**src/rtl/keypad_scanner.sv**
```systemverilog
// keypad_scanner: row/column matrix keypad scanner with debounce and auto-repeat.
//
// The scanner drives one active-low column at a time and samples the
// active-low rows through a two-flop synchronizer. It collects one result per
// frame (NONE, SINGLE or MULTI), debounces presses and releases over whole
// frames, and emits a one-cycle key event. While a key is held it can also
// emit auto-repeat events.
//
// Ports:
//   clk        system clock
//   reset      synchronous, active-high reset
//   rows       keypad rows, pulled up, 0 = switch closed on the driven column (async)
//   columns    column drive, active-low, one bit low at a time once scanning
//   key_code   code of the current / last accepted key
//   key_valid  one-cycle pulse per press or repeat event
//   key_down   level, a debounced key is held
//   multi_key  level, the last completed frame saw more than one closed switch
module keypad_scanner #(
  parameter int NUM_ROWS     = 4,
  parameter int NUM_COLS     = 3,
  parameter int SCAN_DIV     = 8,
  parameter int DEBOUNCE     = 4,
  parameter int REPEAT_DELAY = 64,
  parameter int REPEAT_RATE  = 16,
  parameter int MAP_PHONE    = 1,
  localparam int CODE_W = ($clog2(NUM_ROWS*NUM_COLS) < 1) ? 1 : $clog2(NUM_ROWS*NUM_COLS)
) (
  input  logic                clk,
  input  logic                reset,
  input  logic [NUM_ROWS-1:0] rows,
  output logic [NUM_COLS-1:0] columns,
  output logic [CODE_W-1:0]   key_code,
  output logic                key_valid,
  output logic                key_down,
  output logic                multi_key
);

  localparam int COL_W   = ($clog2(NUM_COLS) < 1) ? 1 : $clog2(NUM_COLS);
  localparam int DIV_W   = ($clog2(SCAN_DIV) < 1) ? 1 : $clog2(SCAN_DIV);
  localparam int DB_W    = ($clog2(DEBOUNCE + 1) < 1) ? 1 : $clog2(DEBOUNCE + 1);
  localparam int REP_MAX = (REPEAT_DELAY > REPEAT_RATE) ? REPEAT_DELAY : REPEAT_RATE;
  localparam int REP_W   = ($clog2(REP_MAX + 1) < 1) ? 1 : $clog2(REP_MAX + 1);

  typedef enum logic [1:0] {IDLE, PRESS_DB, HELD, REL_DB} state_t;

  // Column scan
  logic             running;
  logic [COL_W-1:0] col_idx;
  logic [COL_W-1:0] col_next;
  logic [DIV_W-1:0] div_cnt;
  logic             slot_end;
  logic             frame_end;

  // Row synchronizer
  logic [NUM_ROWS-1:0] rows_meta;
  logic [NUM_ROWS-1:0] rows_sync;

  // Per-column and per-frame results
  logic [1:0]        col_cnt;
  logic [CODE_W-1:0] col_raw;
  logic [1:0]        acc_cnt;
  logic [CODE_W-1:0] acc_raw;
  logic [2:0]        sum_cnt;
  logic [1:0]        frame_cnt;
  logic [CODE_W-1:0] frame_raw;
  logic              frame_single;
  logic              frame_multi;

  // Key FSM
  state_t            state;
  logic [DB_W-1:0]   cnt;
  logic [CODE_W-1:0] cand;
  logic [REP_W-1:0]  rep_cnt;
  logic              rep_first;
  logic              match;
  logic              db_hit;
  logic              rep_hit;

  function automatic logic [NUM_COLS-1:0] col_drive(input logic [COL_W-1:0] idx);
    logic [NUM_COLS-1:0] v;
    for (int unsigned c = 0; c < NUM_COLS; c++) begin
      v[c] = (c != 32'(idx));
    end
    return v;
  endfunction

  function automatic logic [CODE_W-1:0] map_code(input logic [CODE_W-1:0] raw);
    if (MAP_PHONE == 1 && NUM_ROWS == 4 && NUM_COLS == 3) begin
      if (32'(raw) < 32'd9)        return CODE_W'(32'(raw) + 32'd1);
      else if (32'(raw) == 32'd9)  return CODE_W'(10);
      else if (32'(raw) == 32'd10) return '0;
      else                         return raw;
    end
    return raw;
  endfunction

  always_comb begin
    slot_end  = running && (div_cnt == DIV_W'(SCAN_DIV - 1));
    frame_end = slot_end && (col_idx == COL_W'(NUM_COLS - 1));
    col_next  = (col_idx == COL_W'(NUM_COLS - 1)) ? '0 : col_idx + 1'b1;
  end

  // The first cycle out of reset only starts the scan, so column 0 is then
  // low for a full SCAN_DIV cycles with div_cnt aligned to the drive.
  always_ff @(posedge clk) begin
    if (reset) begin
      running <= 1'b0;
      col_idx <= '0;
      div_cnt <= '0;
      columns <= '1;
    end else if (!running) begin
      running <= 1'b1;
      columns <= col_drive('0);
    end else if (div_cnt == DIV_W'(SCAN_DIV - 1)) begin
      div_cnt <= '0;
      col_idx <= col_next;
      columns <= col_drive(col_next);
    end else begin
      div_cnt <= div_cnt + 1'b1;
    end
  end

  always_ff @(posedge clk) begin
    if (reset) begin
      rows_meta <= '1;
      rows_sync <= '1;
    end else begin
      rows_meta <= rows;
      rows_sync <= rows_meta;
    end
  end

  // Count closed switches in the driven column (saturating at 2) and the raw
  // index of the last one found; only meaningful when exactly one is closed.
  always_comb begin
    col_cnt = '0;
    col_raw = '0;
    for (int unsigned r = 0; r < NUM_ROWS; r++) begin
      if (!rows_sync[r]) begin
        if (col_cnt != 2'd2) col_cnt = col_cnt + 1'b1;
        col_raw = CODE_W'((NUM_ROWS - 1 - r) * NUM_COLS + (NUM_COLS - 1 - 32'(col_idx)));
      end
    end
  end

  always_comb begin
    sum_cnt      = {1'b0, acc_cnt} + {1'b0, col_cnt};
    frame_cnt    = (sum_cnt >= 3'd2) ? 2'd2 : sum_cnt[1:0];
    frame_raw    = (col_cnt != 2'd0) ? col_raw : acc_raw;
    frame_single = (frame_cnt == 2'd1);
    frame_multi  = (frame_cnt == 2'd2);
    match        = frame_single && (frame_raw == cand);
    db_hit       = (32'(cnt) + 32'd1 >= 32'(DEBOUNCE));
    rep_hit      = (32'(rep_cnt) + 32'd1 ==
                    (rep_first ? 32'(REPEAT_DELAY) : 32'(REPEAT_RATE)));
  end

  always_ff @(posedge clk) begin
    if (reset) begin
      acc_cnt <= '0;
      acc_raw <= '0;
    end else if (slot_end) begin
      acc_cnt <= frame_end ? 2'd0 : frame_cnt;
      if (col_cnt != 2'd0) acc_raw <= col_raw;
    end
  end

  // cand keeps the raw index of the debounced key through HELD and REL_DB;
  // rep_cnt is left untouched in REL_DB so a bounce back to HELD resumes it.
  always_ff @(posedge clk) begin
    if (reset) begin
      state     <= IDLE;
      cnt       <= '0;
      cand      <= '0;
      rep_cnt   <= '0;
      rep_first <= 1'b1;
      key_code  <= '0;
      key_valid <= 1'b0;
      key_down  <= 1'b0;
      multi_key <= 1'b0;
    end else begin
      key_valid <= 1'b0;
      if (frame_end) begin
        multi_key <= frame_multi;
        unique case (state)
          IDLE: begin
            if (frame_single) begin
              cand <= frame_raw;
              if (DEBOUNCE <= 1) begin
                key_code  <= map_code(frame_raw);
                key_valid <= 1'b1;
                key_down  <= 1'b1;
                rep_cnt   <= '0;
                rep_first <= 1'b1;
                state     <= HELD;
              end else begin
                cnt   <= DB_W'(1);
                state <= PRESS_DB;
              end
            end
          end
          PRESS_DB: begin
            if (match) begin
              if (db_hit) begin
                key_code  <= map_code(cand);
                key_valid <= 1'b1;
                key_down  <= 1'b1;
                rep_cnt   <= '0;
                rep_first <= 1'b1;
                state     <= HELD;
              end else begin
                cnt <= cnt + 1'b1;
              end
            end else begin
              state <= IDLE;
            end
          end
          HELD: begin
            if (match) begin
              if (REPEAT_RATE != 0) begin
                if (rep_hit) begin
                  key_valid <= 1'b1;
                  rep_cnt   <= '0;
                  rep_first <= 1'b0;
                end else begin
                  rep_cnt <= rep_cnt + 1'b1;
                end
              end
            end else if (DEBOUNCE <= 1) begin
              key_down <= 1'b0;
              state    <= IDLE;
            end else begin
              cnt   <= DB_W'(1);
              state <= REL_DB;
            end
          end
          REL_DB: begin
            if (match) begin
              state <= HELD;
            end else if (db_hit) begin
              key_down <= 1'b0;
              state    <= IDLE;
            end else begin
              cnt <= cnt + 1'b1;
            end
          end
          default: state <= IDLE;
        endcase
      end
    end
  end

endmodule

```
**config.mk**
```make
export PLATFORM = sky130hd
export DESIGN_NAME = keypad_scanner
export DESIGN_NICKNAME = d
export VERILOG_FILES = /design/src/rtl/keypad_scanner.sv
export SDC_FILE = /design/constraint.sdc
export NUM_CORES = 1
export LEC_CHECK = 0
export ABC_AREA = 1
export BUFFER_PORTS_ARGS = -buffer_cell sky130_fd_sc_hd__buf_2
export CAP_MARGIN = 20
export CELL_PAD_IN_SITES_DETAIL_PLACEMENT = 1
export CELL_PAD_IN_SITES_GLOBAL_PLACEMENT = 1
export CORE_AREA = 4 4 97 99
export DETAILED_ROUTE_END_ITERATION = 16
export DIE_AREA = 0 0 101 103
export GPL_TIMING_DRIVEN = 0
export PLACE_DENSITY = 0.65
export SYNTH_ARGS = -nofsm -noshare
export SYNTH_HDL_FRONTEND = slang
export SYNTH_SLANG_ARGS = --single-unit
export TNS_END_PERCENT = 30
```
**constraint.sdc**
```tcl
create_clock -name clk -period 3.65 [get_ports clk]
set_input_delay 0.365 -clock clk [delete_from_list [all_inputs] [get_ports clk]]
set_output_delay 0.365 -clock clk [all_outputs]
set_load 0.02 [all_outputs]
```
==> flow_summary_export.csv <==
group,metric,value,unit
status,status,"completed",
setup_path,crit_type,"reg2reg",
min_path,whs_path_depth,2,
synth,synth_top_family_by_area,"simple AND/OR/NAND/NOR gates",
clock_network,cts_tree,"built",
place,placed_cells,530,
drt,totalWireLength,7043,um
die,dieArea,0.01040,sq mm
clock_network,cts_buffer_depth,2,
setup_path,r2r_start,"rows_sync[1]",
global_route,grt_antenna_before_repair,0,
setup_path,r2r_end,"cnt[1]",
synth,synth_xor_xnor_area_share,0.9063,%
global_route,grt_pass1_vias,2635,
timing,fin_skew,0.01015,ns
setup_path,r2r_setup_slack,0.29,ns
min_path,whs_endpoint,"rows_meta[3]",
timing,holdWs,0.2398,ns
timing,finalSetupViolCount,0,
synth,synth_edf_count,0,
min_path,worstHoldPathType,"in2reg",
clock_network,cts_root_buf,"clkbuf_8",
synth,ys_seq_area_share,32.46,%
layout,instances_no_fill,538,
layout,antennaDiodeCount,0,
synth,synth_mux_area_share,0,%
layout,num-fill-cells,1106,
setup_path,critPathMaxFanout,8,
place,gp_congestion,0.8061,
place,hpwlAfterDp,5511,um
setup_path,startpoint_type,"flip-flop",
die,die_w,101,um
setup_path,timing.critical_path.required,3.85,ns
timing,slew_headroom,61.61,%
clock_network,path_clk_slew,0.10,ns
global_route,grt.total_usage,14.66,%
setup_path,end_kind,"flip-flop",
timing,fin_crit_sh,92.09,%
synth,synth_nets,439,
clock_network,cts.sinks,47,
place,port_buffers,15,
drt,first_pass_iters,4,
synth,synth-simple-area-share,32.41,%
timing,max_clock_freq,297.5,MHz
die,start_util,33.90,%
power,powerDensity,337.4,mW/mm^2
synth,netlist_instances,407,
die,core,0.008551,sq mm
clock_network,cts_hold_buf,0,
synth,yosysWarningCount,0,
synth,synthAdderAreaFrac,11.48,%
run,max-cap-violations,0,
global_route,grt_overflow,0,
die,rows,34,
synth,yosys_most_used_dff,"dfxtp_1",
drt,wl_per_cell,13.09,um
timing,final_max_slew_viol_count,0,
drt,dr.first_iter.drc_count,94,
drt,vias,2608,
clock_network,postCtsSetupBuffers,0,
synth,ys_types,38,
die,io_pins,16,
timing,worst_pin_slew,0.5759,ns
clock_network,post_cts_resized,0,
clock_network,clk_latency,0.30,ns
timing,min_period,3.361,ns
layout,area_growth,11.91,%
synth,ys_seq_elements,47,
setup_path,critPathArrivalTime,3.56,ns
setup_path,reg2reg_depth,22,
power,ir_drop,0.0001869,V
layout,final_cell_mix,"79 x nand2_1, 57 x inv_1, 45 x dfxtp_1, 43 x nor2_1, 27 x a21oi_1",
clock_network,cts_buffers,5,
timing,finalHoldViolCount,0,
synth,synth_area,0.002899,sq mm
synth,synthArstFlopShare,0,%
layout,fin_nets,461,
drt,ant_nets,0,
synth,synth-compound-area-share,12.82,%
power,cellLeakagePower,1.513,nW
global_route,grt_max_degree,15,
die,die_h,103,um
timing,grt_setup_unrepaired,"no",
clock_network,cts-htree-levels,2,
global_route,grt_pass1_wl,12400,um
layout,final_util,37.94,%
layout,final_common_cell,"nand2_1",
min_path,holdCritStartpoint,"rows[3]",
layout,drive_gt1_share,14.19,%
drt,via_per_inst,4.848,
timing,setup_tns,0,ns
synth,syn_area_per_cell,7.123,sq um
drt,drc,0,
-- through the flow --
step / power [mW] / instance area (sq um) / setup WS, ns
final: 1.095 / 3244 / 0.2886
after global routing: 1.151 / 3244 / 0.004498
after CTS: 1.116 / 3242 / 0.1886
after detailed placement: 0.6443 / 3109 / 0.2232
after global placement: 0.6414 / 3109 / 0.3024
after floorplan: 0.6174 / 2899 / 0.6249
-- critical path, cell delays in order, from the launching register on --
cell     delay, ns
dfxtp_2       0.37
inv_2         0.07
ha_1          0.27
nand2_1       0.11
and2_1        0.14
ha_1          0.14
or2_4         0.12
nand2_4       0.07
inv_1         0.06
ha_1          0.13
inv_1         0.05
fa_1          0.53
nand3_1       0.11
inv_1         0.13
nand3_2       0.10
nor2_4        0.16
nand2_4       0.12
nand2_1       0.10
nand2_2       0.09
nor2_4        0.19
nand2_1       0.08
nand2_1       0.07
nor2_1        0.04
-- worst max-delay path by stage --
stage                     slack [ns]  depth (start not counted)         start          to
after CTS                       0.19                         22  rows_sync[1]      cnt[1]
final                           0.29                         22  rows_sync[1]      cnt[1]
after detailed placement        0.22                         22  rows_sync[1]      cnt[1]
after floorplan                 0.62                         21  rows_sync[1]  rep_cnt[3]
after global placement          0.30                         21  rows_sync[1]  rep_cnt[4]
after global routing           0.004                         22  rows_sync[1]      cnt[1]
-- Yosys cell counts (2+ instances only) --
cell / count / area, sq um
o21ai_0: 23 / 115.1
or2_2: 8 / 50.05
nand2_1: 79 / 296.5
o211ai_1: 5 / 37.54
o21ai_1: 3 / 15.01
clkbuf_1: 7 / 26.28
nor2_4: 3 / 33.78
nand3_2: 3 / 30.03
inv_1: 58 / 217.7
nand4_1: 10 / 62.56
nor3_1: 3 / 15.01
a31oi_1: 2 / 12.51
or2_4: 2 / 17.52
ha_1: 25 / 312.8
a21oi_1: 27 / 135.1
nand2_4: 4 / 45.04
nor2_1: 43 / 161.4
nand2_2: 8 / 50.05
dfxtp_1: 47 / 940.9
nand3_1: 26 / 130.1
buf_6: 3 / 33.78
xor2_1: 2 / 17.52
-- report_power, final --
group / switching, mW / internal, mW / leakage, nW
Clock: 0.190 / 0.274 / 0.0654
Sequential: 0.00501 / 0.521 / 0.381
Combinational: 0.0683 / 0.0358 / 1.07
Total: 0.263 / 0.831 / 1.51
-- routing by layer --
layer	wire length, um	global-route usage (%)
met1	3619	20.14
met2	3195	24.20
met3	175	2.639
met4	53	3.067
met5	0	0
-- cell type report --
| type | instances | area (sq um) | area share [%] |
|---|---|---|---|
| Buffer | 10 | 60.06 | 1.851 |
| Clock buffer | 6 | 72.57 | 2.237 |
| Clock inverter | 2 | 60.06 | 1.851 |
| Inverter | 60 | 227.7 | 7.019 |
| Multi-Input combinational cell | 290 | 1670 | 51.48 |
| Sequential cell | 47 | 943.4 | 29.08 |
| Tap cell | 108 | 135.1 | 4.165 |
| Timing Repair Buffer | 15 | 75.07 | 2.314 |
-- registers in the layout, summed over array words and instances, names as in the netlist, 2 cells and up, named ones only --
name,count
columns,3
rep_cnt,7
cnt,3
rows_sync,4
cand,4
rows_meta,4
acc_cnt,2
div_cnt,3
key_code,4
acc_raw,4
col_idx,2
-- kinds of logic (layout without fill, tap and decap cells) --
group,count (synthesis),after routing
buffers and inverters,70,93
and+or+nand+nor,194,194
AOI/OAI and AO/OA,67,67
xor gates and xnor gates,3,3
DFF,47,47
adders and majority gates,26,26
No activity file was read; power rests on OpenSTA's default activity.
